--- config.mk ---
export PLATFORM = sky130hd
export DESIGN_NAME = cva6_id_remap_table
export DESIGN_NICKNAME = d
export VERILOG_FILES = /design/src/rtl/cva6_id_remap_table.sv
export SDC_FILE = /design/constraint.sdc
export NUM_CORES = 1
export LEC_CHECK = 0
export ABC_AREA = 1
export BUFFER_PORTS_ARGS = -buffer_cell sky130_fd_sc_hd__buf_2
export CAP_MARGIN = 20
export CORE_UTILIZATION = 40
export CTS_BUF_LIST = sky130_fd_sc_hd__clkbuf_16
export DETAILED_ROUTE_END_ITERATION = 12
export PLACE_DENSITY_LB_ADDON = 0.2
export RECOVER_POWER = 50
export SYNTH_ARGS = -nofsm -noshare
export SYNTH_HDL_FRONTEND = slang
export SYNTH_SLANG_ARGS = --single-unit
--- constraint.sdc ---
create_clock -name clk_i -period 6 [get_ports clk_i]
set_input_delay 0.6 -clock clk_i [delete_from_list [all_inputs] [get_ports clk_i]]
set_output_delay 0.6 -clock clk_i [all_outputs]
set_load 0.01 [all_outputs]
--- src/rtl/cva6_id_remap_table.sv ---
// cva6_id_remap_table: compresses wide AXI IDs onto a small per-direction
// table of master-side IDs. Each entry counts its outstanding transactions,
// so ordering per original ID is kept while the table is shared.
// Only IDs and handshakes pass through here; payloads travel alongside.

// One direction's remap table (request lookup, response restore, counters).
module cva6_id_remap_dir #(
    parameter int unsigned SlvIdWidth   = 7,
    parameter int unsigned MstIdWidth   = 5,
    parameter int unsigned MaxUniqIds   = 4,
    parameter int unsigned MaxTxnsPerId = 2,
    parameter int unsigned CntW         = $clog2(MaxTxnsPerId + 1)
) (
    input  logic                  clk_i,
    input  logic                  rst_ni,
    // request side
    input  logic                  req_valid_i,
    input  logic [SlvIdWidth-1:0] req_id_i,
    input  logic                  req_ready_i,
    output logic                  req_valid_o,
    output logic                  req_ready_o,
    output logic [MstIdWidth-1:0] req_id_o,
    // response side
    input  logic                  rsp_hs_i,
    input  logic                  rsp_dec_i,
    input  logic [MstIdWidth-1:0] rsp_id_i,
    output logic [SlvIdWidth-1:0] rsp_id_o,
    // status
    output logic                  busy_o,
    output logic                  unmapped_o
);

    localparam int unsigned     IdxW   = (MaxUniqIds > 1) ? $clog2(MaxUniqIds) : 1;
    localparam logic [CntW-1:0] CntMax = CntW'(MaxTxnsPerId);

    logic [MaxUniqIds-1:0][SlvIdWidth-1:0] orig_vec;
    logic [MaxUniqIds-1:0][CntW-1:0]       cnt_vec;
    logic [MaxUniqIds-1:0]                 vld;

    logic            hit, hit_full, free_found, grant, req_hs, rsp_mapped;
    logic [IdxW-1:0] hit_idx, free_idx, gnt_idx;

    // Request lookup: reuse the entry already holding this ID, else the
    // lowest free one. Never open a second entry for a live ID.
    always_comb begin
        hit        = 1'b0;
        hit_full   = 1'b0;
        hit_idx    = '0;
        free_found = 1'b0;
        free_idx   = '0;
        for (int i = 0; i < int'(MaxUniqIds); i++) begin
            if (vld[i] && (orig_vec[i] == req_id_i)) begin
                hit      = 1'b1;
                hit_full = (cnt_vec[i] == CntMax);
                hit_idx  = IdxW'(i);
            end
        end
        for (int i = int'(MaxUniqIds) - 1; i >= 0; i--) begin
            if (!vld[i]) begin
                free_found = 1'b1;
                free_idx   = IdxW'(i);
            end
        end
    end

    // grant depends only on table state and the request ID, never on valid,
    // so ready has no path from valid.
    assign grant       = hit ? !hit_full : free_found;
    assign gnt_idx     = hit ? hit_idx : free_idx;
    assign req_valid_o = req_valid_i & grant;
    assign req_ready_o = req_ready_i & grant;
    assign req_id_o    = MstIdWidth'(gnt_idx);
    assign req_hs      = req_valid_i & req_ready_i & grant;

    // Response restore: unmapped IDs come back as 0 and are flagged.
    always_comb begin
        rsp_mapped = 1'b0;
        rsp_id_o   = '0;
        for (int i = 0; i < int'(MaxUniqIds); i++) begin
            if (vld[i] && (rsp_id_i == MstIdWidth'(i))) begin
                rsp_mapped = 1'b1;
                rsp_id_o   = orig_vec[i];
            end
        end
    end

    assign unmapped_o = rsp_hs_i & !rsp_mapped;
    assign busy_o     = |vld;

    for (genvar g = 0; g < int'(MaxUniqIds); g++) begin : g_entry
        logic [SlvIdWidth-1:0] orig_q, orig_d;
        logic [CntW-1:0]       cnt_q, cnt_d;
        logic                  inc, dec;

        assign vld[g]      = (cnt_q != '0);
        assign orig_vec[g] = orig_q;
        assign cnt_vec[g]  = cnt_q;
        assign inc = req_hs && (gnt_idx == IdxW'(g));
        assign dec = rsp_hs_i && rsp_dec_i && vld[g] && (rsp_id_i == MstIdWidth'(g));

        // Next count: an issue and a retire in the same cycle cancel out.
        always_comb begin
            cnt_d  = cnt_q;
            orig_d = orig_q;
            if (inc && !dec) begin
                cnt_d = cnt_q + CntW'(1);
            end else if (dec && !inc) begin
                cnt_d = cnt_q - CntW'(1);
            end
            if (inc) begin
                orig_d = req_id_i;
            end
        end

        // Entry state register.
        always_ff @(posedge clk_i or negedge rst_ni) begin
            if (!rst_ni) begin
                cnt_q  <= '0;
                orig_q <= '0;
            end else begin
                cnt_q  <= cnt_d;
                orig_q <= orig_d;
            end
        end
    end

endmodule

module cva6_id_remap_table #(
    parameter int unsigned SlvIdWidth   = 7,
    parameter int unsigned MstIdWidth   = 5,
    parameter int unsigned MaxUniqIds   = 4,
    parameter int unsigned MaxTxnsPerId = 2
) (
    input  logic                  clk_i,
    input  logic                  rst_ni,
    // AW
    input  logic                  slv_aw_valid_i,
    output logic                  slv_aw_ready_o,
    input  logic [SlvIdWidth-1:0] slv_aw_id_i,
    output logic                  mst_aw_valid_o,
    input  logic                  mst_aw_ready_i,
    output logic [MstIdWidth-1:0] mst_aw_id_o,
    // AR
    input  logic                  slv_ar_valid_i,
    output logic                  slv_ar_ready_o,
    input  logic [SlvIdWidth-1:0] slv_ar_id_i,
    output logic                  mst_ar_valid_o,
    input  logic                  mst_ar_ready_i,
    output logic [MstIdWidth-1:0] mst_ar_id_o,
    // B
    input  logic                  mst_b_valid_i,
    output logic                  mst_b_ready_o,
    input  logic [MstIdWidth-1:0] mst_b_id_i,
    output logic                  slv_b_valid_o,
    input  logic                  slv_b_ready_i,
    output logic [SlvIdWidth-1:0] slv_b_id_o,
    // R
    input  logic                  mst_r_valid_i,
    output logic                  mst_r_ready_o,
    input  logic [MstIdWidth-1:0] mst_r_id_i,
    input  logic                  mst_r_last_i,
    output logic                  slv_r_valid_o,
    input  logic                  slv_r_ready_i,
    output logic [SlvIdWidth-1:0] slv_r_id_o,
    output logic                  slv_r_last_o,
    // status
    output logic                  wr_busy_o,
    output logic                  rd_busy_o,
    output logic                  err_o
);

    if (MstIdWidth > SlvIdWidth) begin : g_chk_width
        $error("MstIdWidth must not exceed SlvIdWidth");
    end
    if ((MaxUniqIds < 1) || (MaxUniqIds > (2 ** MstIdWidth))) begin : g_chk_ids
        $error("MaxUniqIds must be in 1 .. 2**MstIdWidth");
    end
    if (MaxTxnsPerId < 1) begin : g_chk_txns
        $error("MaxTxnsPerId must be at least 1");
    end

    logic b_hs, r_hs, b_unmapped, r_unmapped, err_q;

    assign b_hs = mst_b_valid_i & slv_b_ready_i;
    assign r_hs = mst_r_valid_i & slv_r_ready_i;

    // Responses are pure pass-through apart from the restored ID.
    assign slv_b_valid_o = mst_b_valid_i;
    assign mst_b_ready_o = slv_b_ready_i;
    assign slv_r_valid_o = mst_r_valid_i;
    assign mst_r_ready_o = slv_r_ready_i;
    assign slv_r_last_o  = mst_r_last_i;

    // Write table: AW allocates, B retires (no ATOP support, so AW never
    // touches the read table).
    cva6_id_remap_dir #(
        .SlvIdWidth  (SlvIdWidth),
        .MstIdWidth  (MstIdWidth),
        .MaxUniqIds  (MaxUniqIds),
        .MaxTxnsPerId(MaxTxnsPerId)
    ) u_wr (
        .clk_i      (clk_i),
        .rst_ni     (rst_ni),
        .req_valid_i(slv_aw_valid_i),
        .req_id_i   (slv_aw_id_i),
        .req_ready_i(mst_aw_ready_i),
        .req_valid_o(mst_aw_valid_o),
        .req_ready_o(slv_aw_ready_o),
        .req_id_o   (mst_aw_id_o),
        .rsp_hs_i   (b_hs),
        .rsp_dec_i  (1'b1),
        .rsp_id_i   (mst_b_id_i),
        .rsp_id_o   (slv_b_id_o),
        .busy_o     (wr_busy_o),
        .unmapped_o (b_unmapped)
    );

    // Read table: AR allocates, the last R beat retires.
    cva6_id_remap_dir #(
        .SlvIdWidth  (SlvIdWidth),
        .MstIdWidth  (MstIdWidth),
        .MaxUniqIds  (MaxUniqIds),
        .MaxTxnsPerId(MaxTxnsPerId)
    ) u_rd (
        .clk_i      (clk_i),
        .rst_ni     (rst_ni),
        .req_valid_i(slv_ar_valid_i),
        .req_id_i   (slv_ar_id_i),
        .req_ready_i(mst_ar_ready_i),
        .req_valid_o(mst_ar_valid_o),
        .req_ready_o(slv_ar_ready_o),
        .req_id_o   (mst_ar_id_o),
        .rsp_hs_i   (r_hs),
        .rsp_dec_i  (mst_r_last_i),
        .rsp_id_i   (mst_r_id_i),
        .rsp_id_o   (slv_r_id_o),
        .busy_o     (rd_busy_o),
        .unmapped_o (r_unmapped)
    );

    // Sticky error: any response handshake carrying an unmapped ID.
    always_ff @(posedge clk_i or negedge rst_ni) begin
        if (!rst_ni) begin
            err_q <= 1'b0;
        end else if (b_unmapped || r_unmapped) begin
            err_q <= 1'b1;
        end
    end

    assign err_o = err_q;

endmodule

==> run_results.csv <==
group,metric,value,unit
floorplanning,placementRows,42,
timing,rsz0062_at_grt,"no",
routing,drt-total-wl,14800,um
worst_setup_path,path_class,"in2reg",
timing,setup_tns,0,ps
cells_and_area,num-nets-final,949,
timing,fin_ws,2280,ps
floorplanning,start_util,41.4,%
worst_setup_path,cp-start-kind,"input port",
clock_tree,cts.repair.resized,0,
grt,gr-total-overflow,0,
routing,route.detailed.drc,0,
floorplanning,die_h,120,um
clock_tree,post_cts_buffers,0,
place,place_congestion,0.921,
floorplanning,dieArea,14300,um2
clock_tree,htreeDepth,3,
synth,synth_cell_types,32,
timing,min_period_over_period,62.0,%
timing,finalHoldViolCount,0,
floorplanning,io_pins,71,
floorplanning,die_x,120,um
clock_tree,root_buffer,"clkbuf_16",
cells_and_area,instances_no_fill,1086,
cells_and_area,insertedDiodeCount,0,
routing,ant_nets,0,
power,p_leak,3.41,nW
grt,grt_pass1_wl,25100,um
worst_setup_path,required,6270,ps
power,p_total,2.86,mW
run,cap_viol_max_count,3,
timing,fmax,269,MHz
timing,holdWs,472,ps
timing,worst_pin_slew,2160,ps
synth,synth_area,5550,um2
routing,vias_per_cell,4.80,
cells_and_area,area_delta_synth_final,11.3,%
routing,dr.pass1.iters,5,
synth,syn_inst,853,
synth,avgSynthCellArea,6.50,um2
timing,slew_headroom,-44.1,%
clock_tree,numCtsBuffers,9,
power,peakVddDrop,0.237,mV
grt,grt_pass1_vias,5195,
floorplanning,core_area,13400,um2
clock_tree,cts_buffer_depth,2,
cells_and_area,fillerInstances,1485,
worst_setup_path,worstSetupEndpointType,"register",
cells_and_area,multiInputGateArea,3010,um2
clock_tree,clk_latency,340,ps
timing,drv_slew,105,
timing,setup_viol,0,
cells_and_area,drive_gt1_share,12.2,%
outcome,status,"finished, violations left",
place,placed_area,5910,um2
clock_tree,cts_tree,"yes",
grt,grt_usage,22.5,%
place,dpl.hpwl,11000,um
clock_tree,clk_pin_slew_worst_paths,60,ps
timing,layout_min_cycle_time,3720,ps
hold_path,min_path_type,"reg2reg",
routing,drt_iter0_drc,304,
clock_tree,hold_buffers,0,
cells_and_area,register_area,1830,um2
power,powerDensity,463,nW/um2
place,place_inst,1070,
routing,route.detailed.wl_per_inst,13.7,um
worst_setup_path,cp_max_fo,28,
cells_and_area,fin_util,46.1,%
synth,seq_area_frac_synth,32.9,%
grt,grt_max_degree,74,
synth,ys_seq_elements,73,
outcome,violations,"capacitance limit, slew limit",
place,portBuffers,64,
clock_tree,clock-sinks,73,
worst_setup_path,worstPathArrival,3990,ps
timing,clock_skew,7.27,ps
cells_and_area,fin_area,6180,um2
grt,antenna_found_initial,0,
routing,vias,5217,
synth,ys_warn_count,0,
place,dp_slack,2540,ps
==> cell usage after synthesis <==
cell type,instances,area [um2]
nor2_2,2,12.5
nor4_1,1,6.26
inv_4,2,12.5
buf_4,20,150
o31ai_1,1,7.51
o21bai_1,28,210
nand3b_1,1,7.51
nand3_1,70,350
buf_6,3,33.8
o21ai_4,1,16.3
nor2_4,7,78.8
inv_2,17,63.8
inv_1,111,417
dfrtp_1,73,1830
buf_2,9,45.0
nand2_1,305,1140
nor2_8,2,40.0
nand2_4,3,33.8
conb_1,1,3.75
xnor2_1,14,123
o2111ai_1,2,17.5
o21ai_0,29,145
xor2_1,12,105
o22ai_1,7,43.8
o21ai_1,2,10.0
ha_1,8,100
nand4_1,3,18.8
nor2_1,77,289
nor3_1,9,45.0
nand2_2,4,25.0
a21oi_1,25,125
nand3_2,4,40.0
==> per-layer routing <==
layer	GRT usage [%]	vias to the layer above	share of wire (%)
met5	0	-	0
met3	4.75	26	4.9
met4	7.73	0	2.4
met2	39.2	142	48
met1	27.3	2321	44
li1	-	2728	-
==> cells by family (layout without fill, tap and decap cells) <==
logic type / after synthesis / count (layout) / share of synthesized area, %
simple gates: 488 / 488 / 37.7
buf+inv: 162 / 214 / 13.0
compound gates: 95 / 95 / 10.4
flops: 73 / 73 / 32.9
xor+xnor: 26 / 26 / 4.10
fa+ha+maj: 8 / 8 / 1.80
other cells: 1 / 6 / 0.0676
==> power breakdown <==
group | total [mW] | switching, mW | leakage (nW) | internal (mW)
Combinational | 1.43 | 0.967 | 2.40 | 0.465
Clock | 0.548 | 0.227 | 0.130 | 0.321
Sequential | 0.882 | 0.170 | 0.877 | 0.712
==> state kept, by name, summed over array words and instances (netlist names) <==
name / count
err_o: 1
u_rd.g_entry.cnt_q: 8
u_rd.g_entry.orig_q: 28
u_wr.g_entry.cnt_q: 8
u_wr.g_entry.orig_q: 28
==> critical path: stages <==
cell and delay, ps:
clkbuf_1 350, inv_1 210, nand2_1 100, nand2_1 70
nor2_1 130, nand2_1 90, nor2_1 210, nor2_1 120
nand3_1 130, nand3_1 130, nor2_1 1500, nand3_1 180
nand2_1 150
==> final cells by class <==
type / count / area share (%)
sequential: 73 / 29.6
tap: 176 / 3.56
clock inverter: 6 / 1.11
multi-input combinational: 623 / 48.7
clock buffer: 9 / 3.65
inverter: 130 / 7.98
timing repair buffer: 69 / 5.47
==> placed cells by master, fill, tap and decap left out, drive strengths merged, types with 14 or more instances in the layout <==
| cell type | count |
|---|---|
| nand2 | 312 |
| xnor2 | 14 |
| o21ai | 32 |
| nand3 | 74 |
| o21bai | 28 |
| nor2 | 88 |
| a21oi | 25 |
| dfrtp | 73 |
| clkbuf | 21 |
| inv | 131 |
| buf | 57 |
==> path summary, 6_finish.rpt <==
path                                      startpoint                        end  slack, ps  depth (start not counted)
setup / recovery                      slv_aw_id_i[4]  u_wr.g_entry[2].orig_q[1]       2280                         13
hold / removal             u_rd.g_entry[1].orig_q[0]  u_rd.g_entry[1].orig_q[0]        470                          2
setup reg to reg            u_wr.g_entry[3].cnt_q[0]  u_wr.g_entry[2].orig_q[1]       2610                         12
hold reg to reg            u_rd.g_entry[1].orig_q[0]  u_rd.g_entry[1].orig_q[0]        470                          2
max in group asynchronous                     rst_ni  u_wr.g_entry[2].orig_q[6]       2310                          2
min in group asynchronous                     rst_ni   u_rd.g_entry[0].cnt_q[1]        830                          1
No activity file was read; power rests on OpenSTA's default activity.
